### src/rtl/icache_refill_buffer.sv
// Assembles four 32-bit bus return beats into a 128-bit cache line, optionally
// byte-merging a pending store word, then strobes the line into the data RAM.
module icache_refill_buffer (
   input  logic         clk,
   input  logic         rstn,
   input  logic         refill_start,
   input  logic         store_en,
   input  logic [1:0]   store_offset,
   input  logic [3:0]   store_wstrb,
   input  logic [31:0]  store_wdata,
   input  logic         ret_valid,
   input  logic         ret_last,
   input  logic [31:0]  ret_data,
   output logic         w_en_mem,
   output logic [127:0] w_data_mem,
   output logic         busy,
   output logic         err
);

   typedef enum logic [1:0] {
      IDLE  = 2'd0,
      FILL  = 2'd1,
      WRITE = 2'd2
   } state_t;

   state_t        state_q, state_d;
   logic [1:0]    cnt_q, cnt_d;
   logic [127:0]  line_q, line_d;
   logic          err_q, err_d;
   logic          stEn_q, stEn_d;
   logic [1:0]    stOff_q, stOff_d;
   logic [3:0]    stStrb_q, stStrb_d;
   logic [31:0]   stData_q, stData_d;
   logic [31:0]   beatWord;
   logic          protoViol;

   // Store bytes override the returning word only at the latched word index.
   always_comb begin
      beatWord = ret_data;
      for (int b = 0; b < 4; b++) begin
         if (stEn_q && (cnt_q == stOff_q) && stStrb_q[b]) begin
            beatWord[8*b +: 8] = stData_q[8*b +: 8];
         end
      end
   end

   // The last flag must coincide exactly with the fourth beat.
   assign protoViol = ret_valid && (ret_last != (cnt_q == 2'd3));

   always_comb begin
      state_d  = state_q;
      cnt_d    = cnt_q;
      line_d   = line_q;
      err_d    = 1'b0;
      stEn_d   = stEn_q;
      stOff_d  = stOff_q;
      stStrb_d = stStrb_q;
      stData_d = stData_q;
      case (state_q)
         IDLE: begin
            cnt_d    = 2'd0;
            stEn_d   = refill_start & store_en;
            stOff_d  = store_offset;
            stStrb_d = store_wstrb;
            stData_d = store_wdata;
            if (refill_start) begin
               state_d = FILL;
            end
         end
         FILL: begin
            if (protoViol) begin
               err_d   = 1'b1;
               state_d = IDLE;
            end else if (ret_valid) begin
               line_d[{cnt_q, 5'd0} +: 32] = beatWord;
               cnt_d = cnt_q + 2'd1;
               if (cnt_q == 2'd3) begin
                  state_d = WRITE;
               end
            end
         end
         WRITE: begin
            state_d = IDLE;
         end
         default: begin
            state_d = IDLE;
         end
      endcase
   end

   always_ff @(posedge clk or negedge rstn) begin
      if (!rstn) begin
         state_q  <= IDLE;
         cnt_q    <= 2'd0;
         line_q   <= '0;
         err_q    <= 1'b0;
         stEn_q   <= 1'b0;
         stOff_q  <= 2'd0;
         stStrb_q <= 4'd0;
         stData_q <= 32'd0;
      end else begin
         state_q  <= state_d;
         cnt_q    <= cnt_d;
         line_q   <= line_d;
         err_q    <= err_d;
         stEn_q   <= stEn_d;
         stOff_q  <= stOff_d;
         stStrb_q <= stStrb_d;
         stData_q <= stData_d;
      end
   end

   assign w_en_mem   = (state_q == WRITE);
   assign busy       = (state_q != IDLE);
   assign err        = err_q;
   assign w_data_mem = line_q;

endmodule

### config.mk
export PLATFORM = sky130hd
export DESIGN_NAME = icache_refill_buffer
export DESIGN_NICKNAME = d
export VERILOG_FILES = /design/src/rtl/icache_refill_buffer.sv
export SDC_FILE = /design/constraint.sdc
export NUM_CORES = 1
export LEC_CHECK = 0
export CAP_MARGIN = 20
export CORE_MARGIN = 5
export CORE_UTILIZATION = 25
export CTS_BUF_LIST = sky130_fd_sc_hd__clkbuf_4
export DETAILED_ROUTE_END_ITERATION = 8
export PLACE_DENSITY = 0.57
export RECOVER_POWER = 100
export SYNTH_ARGS = -nofsm -noshare
export SYNTH_HDL_FRONTEND = slang
export SYNTH_SLANG_ARGS = --single-unit
### constraint.sdc
create_clock -name clk -period 6.3 [get_ports clk]
set_clock_uncertainty 0.15 [all_clocks]
set_input_delay 1.26 -clock clk [delete_from_list [all_inputs] [get_ports clk]]
set_output_delay 1.26 -clock clk [all_outputs]
set_load 0.01 [all_outputs]
# == Yosys cells after proc, flatten, opt, wreduce, memory -nomap -nowiden ==
# Index checks and enable logic that the tools add are counted.
# W data, S select, Z words.
# op_classes
reduce_logical,12
muxes,15
add_sub_neg,2
n_eq_ne,10
bitwise_logic,2
n_shift,2
# op_table
op,count
$bwmux W128,1
$shift A32 B9 Y128 const A,1
$shiftx A32 B9 Y128,1
$mux W8,4
$mux W2,6
$neg A7 Y9,1
$reduce_and A3 Y1,3
$pmux W2 S2,2
$logic_and A1 B1 Y1,6
$ne A2 B2 Y1 const B,3
$ne A3 B3 Y1 const B,2
$eq A2 B2 Y1 const B,2
$reduce_bool A2 Y1,2
$add A2 B1 Y2 const B,1
$eq A2 B1 Y1 const B,1
$eq A2 B2 Y1,1
$logic_not A2 Y1,1
$mux W1,2
$and A1 B1 Y1,1
$ne A1 B1 Y1,1
$not A1 Y1,1
# totals
input_bits,76
regBits,172
output_inout_bits,131
elab_cells,51

# == Depth between registers and ports, before layout ==
# depth
depth_word,6
depth_mapped,8
ltp_nobuf,6

# == Worst setup path after synthesis ==
# No wires, ideal clock.
# synth_timing
kind,input to register
startpoint,input ret_last
endpoint,"register line_q[60], in the netlist w_data_mem[60]"
required_time_ns,6.072
arrival_ns,2.788
path_stages,6
setup_ns,0.078
setup_slack_ns,3.283
n_path_buf,2
path_cell_list,xor2_1 > or4_1 > buf_2 > or4b_4 > buf_6 > o21ai_1
# synth_between
elab_chain_cells,4
# synth_lines
item,line,text
from (decl),12,"input logic ret_last,"
$ne A1 B1 Y1,48,assign protoViol = ret_valid && (ret_last != (cnt_q == 2'd3));
$logic_and A1 B1 Y1,48,
$not A1 Y1 (no line),n/a,
$reduce_and A3 Y1 (no line),n/a,
to (signal assigned),104,line_q <= line_d;
to (decl),28,"logic [127:0] line_q, line_d;"
# No other way between the ends.
# A chain may end at the register's enable or synchronous reset.

# == Worst setup path in the final report ==
# layout_timing
startpoint,input ret_last
endpoint,"register line_q[116], in the netlist w_data_mem[116]"
# Same word-level chain as after synthesis.

==> results.ini <==
[power_and_ir_drop]
ir_worst_vdd_mv=0.125
comb_power_share=0.291
total_switching_power_uw=964
clkPwrFrac=0.222
p_int_uw=2100
leakage_uw=0.00422
swShare=0.314
power_density_mw_per_mm2=329
pwr-share-seq=0.487
power_uw=3070

[clocking]
cts_tree=yes
ctsHoldBuffers=0
path_clk_slew_ns=0.14
clkLatencyLatePin_ns=0.55
cts_buffers=17
htreeDepth=4
ctsResizeCount=0
cts_root_buffer=clkbuf_4
clock_sinks=172
clk_path_buf_depth=2
postCtsSetupBuffers=0

[timing]
maxSlewViolCount=163
fmax_mhz=222
rsz0062_at_grt=no
relSlewSlack=-1.17
setup-violations-final=0
hold_viol_final=0
tightestPinTransition_ns=3.25
tns_ns=0
fin_crit_ns=4.51
fin_crit_sh=0.715

[yosys]
synthXorXnorAreaFrac=0.00525
ys_top_cells_by_area=dfrtp_1 (64%), o2bb2ai_1 (8.4%), mux2_2 (6.6%)
netlist_instances=514
yosysTopAreaCell=dfrtp_1
syn_avg_cell_area_sq_um=13.0
ys_ff_latch=172
yosysWarnings=0
synth_top_family_by_area=compound AO/OA/AOI/OAI gates
syn-num-nets=596
ys_seq_area_frac=0.645
synth_cell_types=28
yosys.area.top_type_share=0.645
muxShareOfSynthArea=0.114
synth_compound_area_frac=0.136
synth-adder-area-share=0.0112
mappedNetlistArea_sq_mm=0.00668
synth-simple-area-share=0.0632

[route]
ant_nets=0
first_iter_violations=166
avgRoutedWirePerCell_microns=19.7
dr.pass1.iters=4
drcViolationCount=0
num_vias=4807
wl_microns=20900
viasPerCell=4.53

[placement]
numPortBuffers=206
dpl.cell_count=1029
gp_congestion=0.716
hpwl_microns=14400

[finish]
fillers=2580
area_growth_pct=39.8
seq_area_sq_mm=0.00430
multiInputGateArea_sq_mm=0.00220
finalNonFillerCells=1062
nNetsFinal=795
drive_above_1_share=0.110

[global_routing]
grt_max_degree=65
antenna_found_initial=1
grt_pass1_wl_microns=32600
grt_overflow=0
grt_use_total=0.140
grt_pass1_vias=5143

[die]
fp.dieW_microns=173
coreArea_sq_mm=0.0262
start_util=0.255
die_y_microns=173
die_area_sq_mm=0.0301
rows=59
io-pin-count=207

[outcome]
violations=max-capacitance violations, max-slew violations
status=complete, but fails checks

[critical_path]
cp_max_fo=33
crit_arrival_ns=4.80
cp_slowest_stage_delay_ns=1.21
crit_buf_inv=1
critPathKind=in2reg
critPathLaunchType=input port
crit_path_end_kind=flop
crit_chain=dlygate4sd3_1 > xor2_1 > or4b_1 > or4_1 > o21ai_0
crit_path_top_delay_cell=or4_1
required_ns=6.59
critPathTopFamily=simple AND/OR/NAND/NOR gates

[flow_run]
maxCapViolCount=4

[hold_path]
hold_path_class=reg2reg

-- power groups by stage --
stage / Clock, uW / Sequential (uW) / Combinational, uW
CTS: 716 / 1510 / 980
global placement: 0 / 1530 / 963
detailed placement: 0 / 1530 / 976
global route: 762 / 1530 / 970
floorplan: 0 / 1570 / 375
finish: 680 / 1500 / 893
-- layer usage --
metal / vias up / wire [microns] / track usage
li1: 2247 / - / -
met1: 2422 / 9650 / 0.187
met2: 125 / 9900 / 0.224
met3: 13 / 1170 / 0.0447
met4: 0 / 194 / 0.0319
met5: - / 0 / 0
-- cell families after synthesis --
family	Yosys count
flip-flops	172
AO/OA/AOI/OAI	132
AND/OR/NAND/NOR	94
multiplexers	71
buffers and inverters	35
adder cells (fa/ha/maj)	6
XOR/XNOR	4
-- stage by stage --
| step | worst slack [ns] | utilization | area (sq um) | hold WS, ns |
|---|---|---|---|---|
| 2_1_floorplan | 3.28 | - | 6680 | 0.330 |
| 3_3_place_gp | 1.99 | 0.346 | 9060 | 0.313 |
| 3_5_place_dp | 1.92 | 0.346 | 9060 | 0.320 |
| 4_1_cts | 2.55 | 0.357 | 9360 | 0.352 |
| 5_1_grt | 1.56 | 0.356 | 9330 | 0.363 |
| 6_report | 1.79 | 0.356 | 9330 | 0.339 |
-- layout make-up --
type | instances | area share
Antenna cell | 1 | 0.000268
Multi-Input combinational cell | 307 | 0.236
Tap cell | 335 | 0.0449
Clock inverter | 15 | 0.0186
Sequential cell | 172 | 0.461
Clock buffer | 17 | 0.0137
Timing Repair Buffer | 211 | 0.224
Inverter | 4 | 0.00161
-- cells in the mapped netlist, drive strengths merged --
| cell | number |
|---|---|
| xor2 | 3 |
| o2bb2ai | 64 |
| a21o | 1 |
| dfrtp | 172 |
| o22ai | 1 |
| ha | 6 |
| nor2 | 3 |
| inv | 4 |
| nor2b | 1 |
| nand3 | 2 |
| or4b | 2 |
| clkbuf | 21 |
| nand2 | 75 |
| mux2 | 39 |
| a22o | 1 |
| o21ai | 65 |
| mux2i | 32 |
| xnor2 | 1 |
| nor3 | 7 |
| nor3b | 2 |
| buf | 10 |
| or4 | 2 |
-- registers in the layout, summed over array words and instances (netlist names) --
name / count
w_data_mem: 128
stData_q: 32
stStrb_q: 4
cnt_q: 2
stOff_q: 2
state_q: 2
err: 1
stEn_q: 1
-- layout by cell type (no fill, tap or decap), types with 6 or more instances in the layout --
cell and count:
clkbuf_4 17, clkdlybuf4s50_1 71, dfrtp_1 172, dlygate4sd3_1 134, ha_1 6, mux2_2 39
mux2i_1 32, nand2_1 73, o21ai_0 61, o2bb2ai_1 64
-- worst register-to-register path, stage by stage, from the launching register on --
cell and delay, ns:
dfrtp_1 0.52, ha_1 0.31, xor2_1 0.20, or4b_1 1.11
or4_1 1.21, o21ai_0 0.42
-- final timing paths --
check / start / endpoint / slack, ns / cells past startpoint
max: ret_last / w_data_mem[116] / 1.79 / 5
min: w_data_mem[125] / w_data_mem[125] / 0.34 / 2
max reg2reg: cnt_q[0] / w_data_mem[116] / 2.28 / 5
min reg2reg: w_data_mem[125] / w_data_mem[125] / 0.34 / 2
max in group asynchronous: rstn / w_data_mem[29] / 2.19 / 2
min in group asynchronous: rstn / w_data_mem[89] / 1.62 / 1
No activity file was read; power rests on OpenSTA's default activity.
